File: config.mk
export PLATFORM = sky130hd
export DESIGN_NAME = stopwatch_timer_core
export DESIGN_NICKNAME = d
export VERILOG_FILES = /design/src/rtl/stopwatch_pkg.sv /design/src/rtl/bcd_digit_counter.sv /design/src/rtl/stopwatch_timer_core.sv
export SDC_FILE = /design/constraint.sdc
export NUM_CORES = 1
export LEC_CHECK = 0
export ABC_AREA = 1
export CORE_UTILIZATION = 55
export CTS_BUF_LIST = sky130_fd_sc_hd__clkbuf_4 sky130_fd_sc_hd__clkbuf_8
export CTS_CLUSTER_DIAMETER = 60
export DETAILED_ROUTE_END_ITERATION = 16
export PLACE_DENSITY_LB_ADDON = 0.12
export SLEW_MARGIN = 20
export SYNTH_ARGS = -nofsm -noshare
export SYNTH_HDL_FRONTEND = slang
export SYNTH_HIERARCHICAL = 1
export SYNTH_SLANG_ARGS = --single-unit
export TNS_END_PERCENT = 20
File: constraint.sdc
create_clock -name clk -period 1.9 [get_ports clk]
set_input_delay 0.38 -clock clk [delete_from_list [all_inputs] [get_ports clk]]
set_output_delay 0.38 -clock clk [all_outputs]
set_load 0.05 [all_outputs]
File: src/rtl/stopwatch_pkg.sv
// Shared types and constants for the MM:SS stopwatch core.
// STOPWATCH_COUNTDOWN_EN (when defined) enables the countdown/load feature in dependent files.
package stopwatch_pkg;

   typedef enum logic [1:0] {
      RUN     = 2'd0,
      PAUSED  = 2'd1,
      ADJ_MIN = 2'd2,
      ADJ_SEC = 2'd3
   } state_t;

   localparam int unsigned DIGIT_W  = 4;
   localparam int unsigned SEC0_MOD = 10;
   localparam int unsigned SEC1_MOD = 6;
   localparam int unsigned MIN0_MOD = 10;

endpackage

File: src/rtl/bcd_digit_counter.sv
// Single modulo-MOD BCD digit with clear, load (clamped), increment and optional decrement.
// STOPWATCH_COUNTDOWN_EN adds the dec input.
module bcd_digit_counter
   import stopwatch_pkg::*;
#(
   parameter int unsigned MOD = 10
) (
   input  logic               clk,
   input  logic               rst_n,
   input  logic               inc,
`ifdef STOPWATCH_COUNTDOWN_EN
   input  logic               dec,
`endif
   input  logic               clr,
   input  logic               ld,
   input  logic [DIGIT_W-1:0] ld_val,
   output logic [DIGIT_W-1:0] q,
   output logic               tc_up,
   output logic               tc_dn
);

   localparam logic [DIGIT_W-1:0] MAX = DIGIT_W'(MOD - 1);

   logic [DIGIT_W-1:0] r_q;
   logic [DIGIT_W-1:0] w_q_nxt;

   // Priority: clear, then load, then count.
   always_comb begin
      w_q_nxt = r_q;
      if (clr) begin
         w_q_nxt = '0;
      end else if (ld) begin
         w_q_nxt = (ld_val > MAX) ? MAX : ld_val;
      end else if (inc) begin
         w_q_nxt = (r_q == MAX) ? '0 : r_q + DIGIT_W'(1);
`ifdef STOPWATCH_COUNTDOWN_EN
      end else if (dec) begin
         w_q_nxt = (r_q == '0) ? MAX : r_q - DIGIT_W'(1);
`endif
      end
   end

   always_ff @(posedge clk or negedge rst_n) begin
      if (!rst_n) begin
         r_q <= '0;
      end else begin
         r_q <= w_q_nxt;
      end
   end

   assign q     = r_q;
   assign tc_up = (r_q == MAX);
   assign tc_dn = (r_q == '0);

endmodule

File: src/rtl/stopwatch_timer_core.sv
// MM:SS stopwatch core: mode FSM, digit carry chain and rollover pulse.
// STOPWATCH_COUNTDOWN_EN adds count_down/load/load_val/expired.
module stopwatch_timer_core
   import stopwatch_pkg::*;
#(
   parameter int unsigned MIN_HI_MOD = 6,
   parameter int unsigned SATURATE   = 0
) (
   input  logic               clk,
   input  logic               rst_n,
   input  logic               tick_norm,
   input  logic               tick_fast,
   input  logic               pause_tgl,
   input  logic               adj,
   input  logic               sel,
   input  logic               clear,
`ifdef STOPWATCH_COUNTDOWN_EN
   input  logic               count_down,
   input  logic               load,
   input  logic [15:0]        load_val,
   output logic               expired,
`endif
   output logic [DIGIT_W-1:0] min1,
   output logic [DIGIT_W-1:0] min0,
   output logic [DIGIT_W-1:0] sec1,
   output logic [DIGIT_W-1:0] sec0,
   output logic [1:0]         state,
   output logic               rollover
);

   state_t r_state;
   state_t w_state_nxt;
   logic   r_paused;
   logic   w_paused_nxt;
   logic   r_rollover;
   logic   w_rollover_nxt;

   logic [DIGIT_W-1:0] w_sec0, w_sec1, w_min0, w_min1;
   logic w_sec0_tc_up, w_sec1_tc_up, w_min0_tc_up, w_min1_tc_up;
   logic w_sec0_tc_dn, w_sec1_tc_dn, w_min0_tc_dn, w_min1_tc_dn;
   logic w_sec0_inc, w_sec1_inc, w_min0_inc, w_min1_inc;
   logic w_run_tick, w_adj_min_tick, w_adj_sec_tick;
   logic w_at_max, w_up_step, w_cd_mode;
   logic w_ld;
   logic [15:0] w_ld_val;

`ifdef STOPWATCH_COUNTDOWN_EN
   logic w_sec0_dec, w_sec1_dec, w_min0_dec, w_min1_dec;
   logic w_at_zero, w_one_left, w_dn_step;
   logic r_expired;
   logic w_expired_nxt;

   assign w_ld      = load;
   assign w_ld_val  = load_val;
   assign w_cd_mode = count_down;
`else
   logic w_unused;

   assign w_ld      = 1'b0;
   assign w_ld_val  = '0;
   assign w_cd_mode = 1'b0;
   assign w_unused  = ^{w_sec0_tc_dn, w_sec1_tc_dn, w_min0_tc_dn, w_min1_tc_dn};
`endif

   // Pause toggles are honoured in every state; adj overrides the paused/run choice.
   always_comb begin
      w_state_nxt  = r_state;
      w_paused_nxt = r_paused ^ pause_tgl;
      if (adj) begin
         w_state_nxt = sel ? ADJ_SEC : ADJ_MIN;
      end else begin
         w_state_nxt = w_paused_nxt ? PAUSED : RUN;
      end
   end

   always_comb begin
      w_run_tick     = (r_state == RUN) && tick_norm && !clear && !w_ld;
      w_adj_min_tick = (r_state == ADJ_MIN) && tick_fast;
      w_adj_sec_tick = (r_state == ADJ_SEC) && tick_fast;
      w_at_max       = w_sec0_tc_up && w_sec1_tc_up && w_min0_tc_up && w_min1_tc_up;
      w_up_step      = w_run_tick && !w_cd_mode && !((SATURATE != 0) && w_at_max);
      // Seconds never carry into minutes while adjusting seconds.
      w_sec0_inc     = w_up_step || w_adj_sec_tick;
      w_sec1_inc     = w_sec0_inc && w_sec0_tc_up;
      w_min0_inc     = (w_up_step && w_sec0_tc_up && w_sec1_tc_up) || w_adj_min_tick;
      w_min1_inc     = w_min0_inc && w_min0_tc_up;
      w_rollover_nxt = w_up_step && w_at_max;
   end

`ifdef STOPWATCH_COUNTDOWN_EN
   // Countdown stops at 00:00; the step that lands there, or any tick while there, expires.
   always_comb begin
      w_at_zero     = w_sec0_tc_dn && w_sec1_tc_dn && w_min0_tc_dn && w_min1_tc_dn;
      w_one_left    = w_min1_tc_dn && w_min0_tc_dn && w_sec1_tc_dn && (w_sec0 == DIGIT_W'(1));
      w_dn_step     = w_run_tick && count_down && !w_at_zero;
      w_sec0_dec    = w_dn_step;
      w_sec1_dec    = w_sec0_dec && w_sec0_tc_dn;
      w_min0_dec    = w_sec1_dec && w_sec1_tc_dn;
      w_min1_dec    = w_min0_dec && w_min0_tc_dn;
      w_expired_nxt = r_expired;
      if (clear || load) begin
         w_expired_nxt = 1'b0;
      end else if (w_run_tick && count_down && (w_at_zero || w_one_left)) begin
         w_expired_nxt = 1'b1;
      end
   end

   always_ff @(posedge clk or negedge rst_n) begin
      if (!rst_n) begin
         r_expired <= 1'b0;
      end else begin
         r_expired <= w_expired_nxt;
      end
   end

   assign expired = r_expired;
`endif

   always_ff @(posedge clk or negedge rst_n) begin
      if (!rst_n) begin
         r_state    <= RUN;
         r_paused   <= 1'b0;
         r_rollover <= 1'b0;
      end else begin
         r_state    <= w_state_nxt;
         r_paused   <= w_paused_nxt;
         r_rollover <= w_rollover_nxt;
      end
   end

   bcd_digit_counter #(.MOD(SEC0_MOD)) u_sec0 (
      .clk    (clk),
      .rst_n  (rst_n),
      .inc    (w_sec0_inc),
`ifdef STOPWATCH_COUNTDOWN_EN
      .dec    (w_sec0_dec),
`endif
      .clr    (clear),
      .ld     (w_ld),
      .ld_val (w_ld_val[3:0]),
      .q      (w_sec0),
      .tc_up  (w_sec0_tc_up),
      .tc_dn  (w_sec0_tc_dn)
   );

   bcd_digit_counter #(.MOD(SEC1_MOD)) u_sec1 (
      .clk    (clk),
      .rst_n  (rst_n),
      .inc    (w_sec1_inc),
`ifdef STOPWATCH_COUNTDOWN_EN
      .dec    (w_sec1_dec),
`endif
      .clr    (clear),
      .ld     (w_ld),
      .ld_val (w_ld_val[7:4]),
      .q      (w_sec1),
      .tc_up  (w_sec1_tc_up),
      .tc_dn  (w_sec1_tc_dn)
   );

   bcd_digit_counter #(.MOD(MIN0_MOD)) u_min0 (
      .clk    (clk),
      .rst_n  (rst_n),
      .inc    (w_min0_inc),
`ifdef STOPWATCH_COUNTDOWN_EN
      .dec    (w_min0_dec),
`endif
      .clr    (clear),
      .ld     (w_ld),
      .ld_val (w_ld_val[11:8]),
      .q      (w_min0),
      .tc_up  (w_min0_tc_up),
      .tc_dn  (w_min0_tc_dn)
   );

   bcd_digit_counter #(.MOD(MIN_HI_MOD)) u_min1 (
      .clk    (clk),
      .rst_n  (rst_n),
      .inc    (w_min1_inc),
`ifdef STOPWATCH_COUNTDOWN_EN
      .dec    (w_min1_dec),
`endif
      .clr    (clear),
      .ld     (w_ld),
      .ld_val (w_ld_val[15:12]),
      .q      (w_min1),
      .tc_up  (w_min1_tc_up),
      .tc_dn  (w_min1_tc_dn)
   );

   assign sec0     = w_sec0;
   assign sec1     = w_sec1;
   assign min0     = w_min0;
   assign min1     = w_min1;
   assign state    = r_state;
   assign rollover = r_rollover;

endmodule

==> After elaboration in Yosys (flattened, before gate mapping) <==
Cells that the tools add are included.
{ "word_totals": {"register_bits": 20, "in_bits": 8, "output_inout_bits": 19, "wordCells": 53} }
{ "classes": {"addsub": 4, "eq_ne": 6, "muxes": 15, "bitwise_logic": 1, "n_reduce_logical": 20} }
{ "op_table": {"columns": ["op", "n"], "rows": [
  ["4-bit 2-to-1 mux", 12],
  ["4-bit by 1-bit adder with 4-bit output, second input constant", 4],
  ["1-bit logical AND", 12],
  ["4-bit by 3-bit == test with 1-bit output, second input constant", 2],
  ["4-bit == test, second input constant", 2],
  ["2-bit nonzero test", 4],
  ["2-bit == test, second input constant", 2],
  ["2-bit logical NOT", 1],
  ["1-bit logical OR", 2],
  ["1-bit 2-to-1 mux", 2],
  ["2-bit 2-to-1 mux", 1],
  ["1-bit logical NOT", 1],
  ["1-bit bitwise XOR", 1]
]} }

==> Depth between registers and ports, before layout <==
Gate-level depths: netlist of the first run.
{ "logic_depth": {"ltp_word": 9, "depth_mapped": 12, "ltp_nobuf": 12} }

==> By module <==
The synthesis of the first run kept the hierarchy.
{ "by_module_without_submodules": {"columns": ["mod", "instances", "cells_each", "area_per_inst_um2", "seq_area_each_um2"], "rows": [
  ["bcd_digit_counter at u_min1 ...", 2, 54, 344.1, 100.1],
  ["bcd_digit_counter at u_min0 ...", 2, 50, 339.1, 100.1],
  ["stopwatch_timer_core", 1, 26, 217.7, 100.1]
]} }

==> Worst setup path before layout of the first run <==
OpenSTA, ideal clock, no wires.
{ "synth_path": {"path_type": "register to register", "from": "register u_sec1.r_q[1], in the netlist u_sec1/q[1]", "to": "register u_min0.r_q[2], in the netlist u_min0/q[2]", "setup_time_ns": 0.118, "t_arrival_ns": 1.796, "required_ns": 1.782, "path_slack_ns": -0.014, "stages_incl_launch_ff": 13, "n_path_buf": 0, "period_less_slack_ns": 1.914, "cell_sequence": "dfrtp_1 inv_1 ha_1 nand2_2 nor2_4 nand2_1 inv_1 nand3_2 nand2_1 nor3_4 nor2_2 nand3_1 nand2_1"} }
{ "synth_via": {"elab_chain_cells": 4} }
{ "synth_lines": {"columns": ["item", "line", "rtl"], "rows": [
  ["start, declared", "bcd_digit_counter.sv:24", "logic [DIGIT_W-1:0] r_q;"],
  ["start signal, assigned", "bcd_digit_counter.sv:47", "r_q <= w_q_nxt;"],
  ["4-bit by 3-bit == test with 1-bit output", "bcd_digit_counter.sv:52", "assign tc_up = (r_q == MAX);"],
  ["named net w_sec1_tc_up", "stopwatch_timer_core.sv:39", "logic w_sec0_tc_up, w_sec1_tc_up, w_min0_tc_up, w_min1_tc_up;"],
  ["1-bit logical AND", "stopwatch_timer_core.sv:85", "w_min0_inc = (w_up_step && w_sec0_tc_up && w_sec1_tc_up) || w_adj_min_tick;"],
  ["1-bit logical OR", "stopwatch_timer_core.sv:85", null],
  ["named net w_min0_inc", "stopwatch_timer_core.sv:41", "logic w_sec0_inc, w_sec1_inc, w_min0_inc, w_min1_inc;"],
  ["2-bit nonzero test (no line)", null, null],
  ["end signal, assigned", "bcd_digit_counter.sv:47", null],
  ["end, declared", "bcd_digit_counter.sv:24", null]
]} }
The timed path passes the listed nets, and every way through them passes these cells.
A chain may end at the register's enable or synchronous reset.

==> Worst setup path in the final report of the first run <==
{ "layout_path": {"from": "register r_rollover, in the netlist rollover", "to": "output rollover"} }
{ "layout_lines": {"columns": ["item", "line", "rtl"], "rows": [
  ["start, declared", "stopwatch_timer_core.sv:35", "logic r_rollover;"],
  ["start signal, assigned", "stopwatch_timer_core.sv:127", "r_rollover <= w_rollover_nxt;"],
  ["end, declared", "stopwatch_timer_core.sv:28", "output logic rollover"]
]} }
No word-level cell between the ends.

==> impl_metrics.ini, run 1 <==
[layout]
nFillCells = 205
post-route-util_pct = 79.7
drive_gt1_share_pct = 19.2
syn_to_final_growth_pct = 31.7
multiInputGateArea_um2 = 1110
regArea_um2 = 504
final_cells = 332
num-nets-final = 323
diodes = 0

[clocking]
cts_root_buffer = clkbuf_4
clk_latency_ns = 0.30
cts_tree = built
h-tree-depth = 1
clkSinkCount = 20
cts_buffers = 3
clk_path_buf_depth = 2
clk_pin_slew_worst_paths_ns = 0.12
postCtsHoldBufs = 0

[place]
gp_congestion = 0.813
placed_cells = 327
io_buffer_count = 26
dp_hpwl_mm = 2.41
post-place-ws_ns = 0.139

[sta]
finalWorstPathRequiredPeriod_ns = 1.81
fmax_mhz = 552
setup_slack_ns = 0.0895
final-max-slew-violation-count = 0
hold_viol = 0
period_share_pct = 95.3
skew_ns = 0.00934
setup_viol = 0

[run_status]
status = complete, no violations

[logic_synthesis]
syn_inst = 226
synth.avg_cell_area_um2 = 6.88
netlist_area_um2 = 1550
yosysWarnings = 6

[grt]
grt_use_met2_pct = 40.0
grt_max_degree = 21
grt_pass1_wl_mm = 5.13
busiest_layer = met2
grt_overflow = 0
antenna_found_initial = 0
use_met3_pct = 2.73
gr-usage-all-layers_pct = 23.8
grt_util_met1_pct = 30.1
grt_pass1_vias = 1304

[die]
fp.coreArea_um2 = 2570
fp.dieW_um = 55.2
rows = 18
die-area_um2 = 3040
start_util_pct = 60.5
pin_count = 27
die_h_um = 55.2

[job]
drv_cap = 0

[worst_setup_path]
path_cells = clkdlybuf4s50_1
critPathMaxStageDelay_ns = 0.79
crit_family = buffers and inverters
worstSetupStartpointType = flop
cpMaxStageDelayCell = clkdlybuf4s50_1
cp_num_buf_inv = 1
worstPathMaxFanout = 1
critical_path_class = flop to primary output
cp_data_required_time_ns = 1.52
arrival_ns = 1.43
end_kind = primary output

[drt]
firstDrtPassIters = 4
wl_per_cell_um = 9.76
final_antenna_net_count = 0
drtIter0Drc = 42
route.detailed.drc = 0
routed_via_density = 4.65
totalWireLength_mm = 3.24
vias = 1545

[min_path]
min_path_type = input pin to asynchronous set/reset pin

[power]
leakage_nw = 1.10
vdd_drop_max_mv = 0.504
power_density_nw_per_um2 = 573
==> layout by cell type, fill, tap and decap left out <==
cell type        instances
a21oi_4                  1
nand3b_1                 1
nor2_2                   5
clkdlybuf4s50_1          8
nand3_2                  4
ha_1                    12
nor3_1                   2
or2_0                    2
nand2_2                  3
buf_4                   23
a21boi_1                 1
a21oi_1                  4
nor3_4                   2
nand4_1                  4
inv_2                    8
inv_1                   22
conb_1                  42
nor2_1                  11
dfrtp_2                  3
dfrtp_1                 17
xor2_1                   1
nor3_2                   2
o21ai_1                  4
o21ai_0                  4
nand2_1                 87
clkbuf_4                 4
nor2_4                   3
nand3_1                 22
==> sequential cells by signal (all words and copies together) (netlist names) <==
| signal | flops |
|---|---|
| u_min0/q | 4 |
| u_min1/q | 4 |
| u_sec0/q | 4 |
| u_sec1/q | 4 |
| state | 2 |
| r_paused | 1 |
| rollover | 1 |
==> what timing repair did <==
action	CTS	global route
resized for setup	0	3
buffers inserted	0	1
setup endpoints to repair	0	4
==> metal layers <==
metal | vias up | wire length [um]
met3 | 6 | 162
met2 | 46 | 1600
met4 | 0 | 46
met1 | 669 | 1430
li1 | 824 | -
met5 | - | 0
==> worst paths after layout <==
check | slack [ns] | start | end | depth (start not counted)
worst min-delay path | 0.41 | rst_n | u_min1/q[0] | 2
worst max-delay path | 0.09 | rollover | rollover | 1
worst min register to register | 0.46 | r_paused | r_paused | 1
worst max register to register | 0.11 | u_sec0/q[1] | u_min1/q[3] | 12
min in group clk | 0.46 | r_paused | r_paused | 1
max in group asynchronous | 1.26 | rst_n | u_sec0/q[1] | 2
==> where the power goes <==
group / internal [W] / leakage, nW / switching [W] / total (W)
logic: 0.000142 / 0.826 / 0.000280 / 0.000423
registers: 0.000469 / 0.257 / 0.0000541 / 0.000523
clock network: 0.0000959 / 0.0184 / 0.000130 / 0.000226
==> cell type report <==
class / instances / area share (%)
clock buffer: 4 / 1.47
multi-input combinational: 217 / 54.2
timing repair buffer: 31 / 12.3
inverter: 30 / 5.50
tap: 30 / 1.83
sequential: 20 / 24.6
==> stage by stage <==
stage	hold slack (ns)	cell area, um2	power, W	TNS (ns)
after floorplan	0.0844	1710	0.000811	-0.00138
after global placement	0.447	1990	0.000932	0
after detailed placement	0.448	1990	0.000940	0
after CTS	0.407	2020	0.00117	0
after global routing	0.447	2050	0.00125	-0.111
final	0.409	2050	0.00117	0
(Power assumes the default switching activity.)
==> run 2: changes to the inputs <==
- MAX_ROUTING_LAYER: unset -> met4
==> results of run 2 <==
The final DEF is identical to that of run 1; final timing and power are the same.
Among the figures that moved: final weighted congestion in routability-driven placement 0.813 -> 0.825; overall routing resource usage 23.8% -> 24.4%
==> run 3: changes to the inputs <==
- CTS_CLUSTER_DIAMETER: 60 -> unset
==> results of run 3 <==
The final DEF is identical to that of run 1; final timing and power are the same.
Among the figures that moved: final weighted congestion in routability-driven placement 0.813 -> 0.825; overall routing resource usage 23.8% -> 24.4%
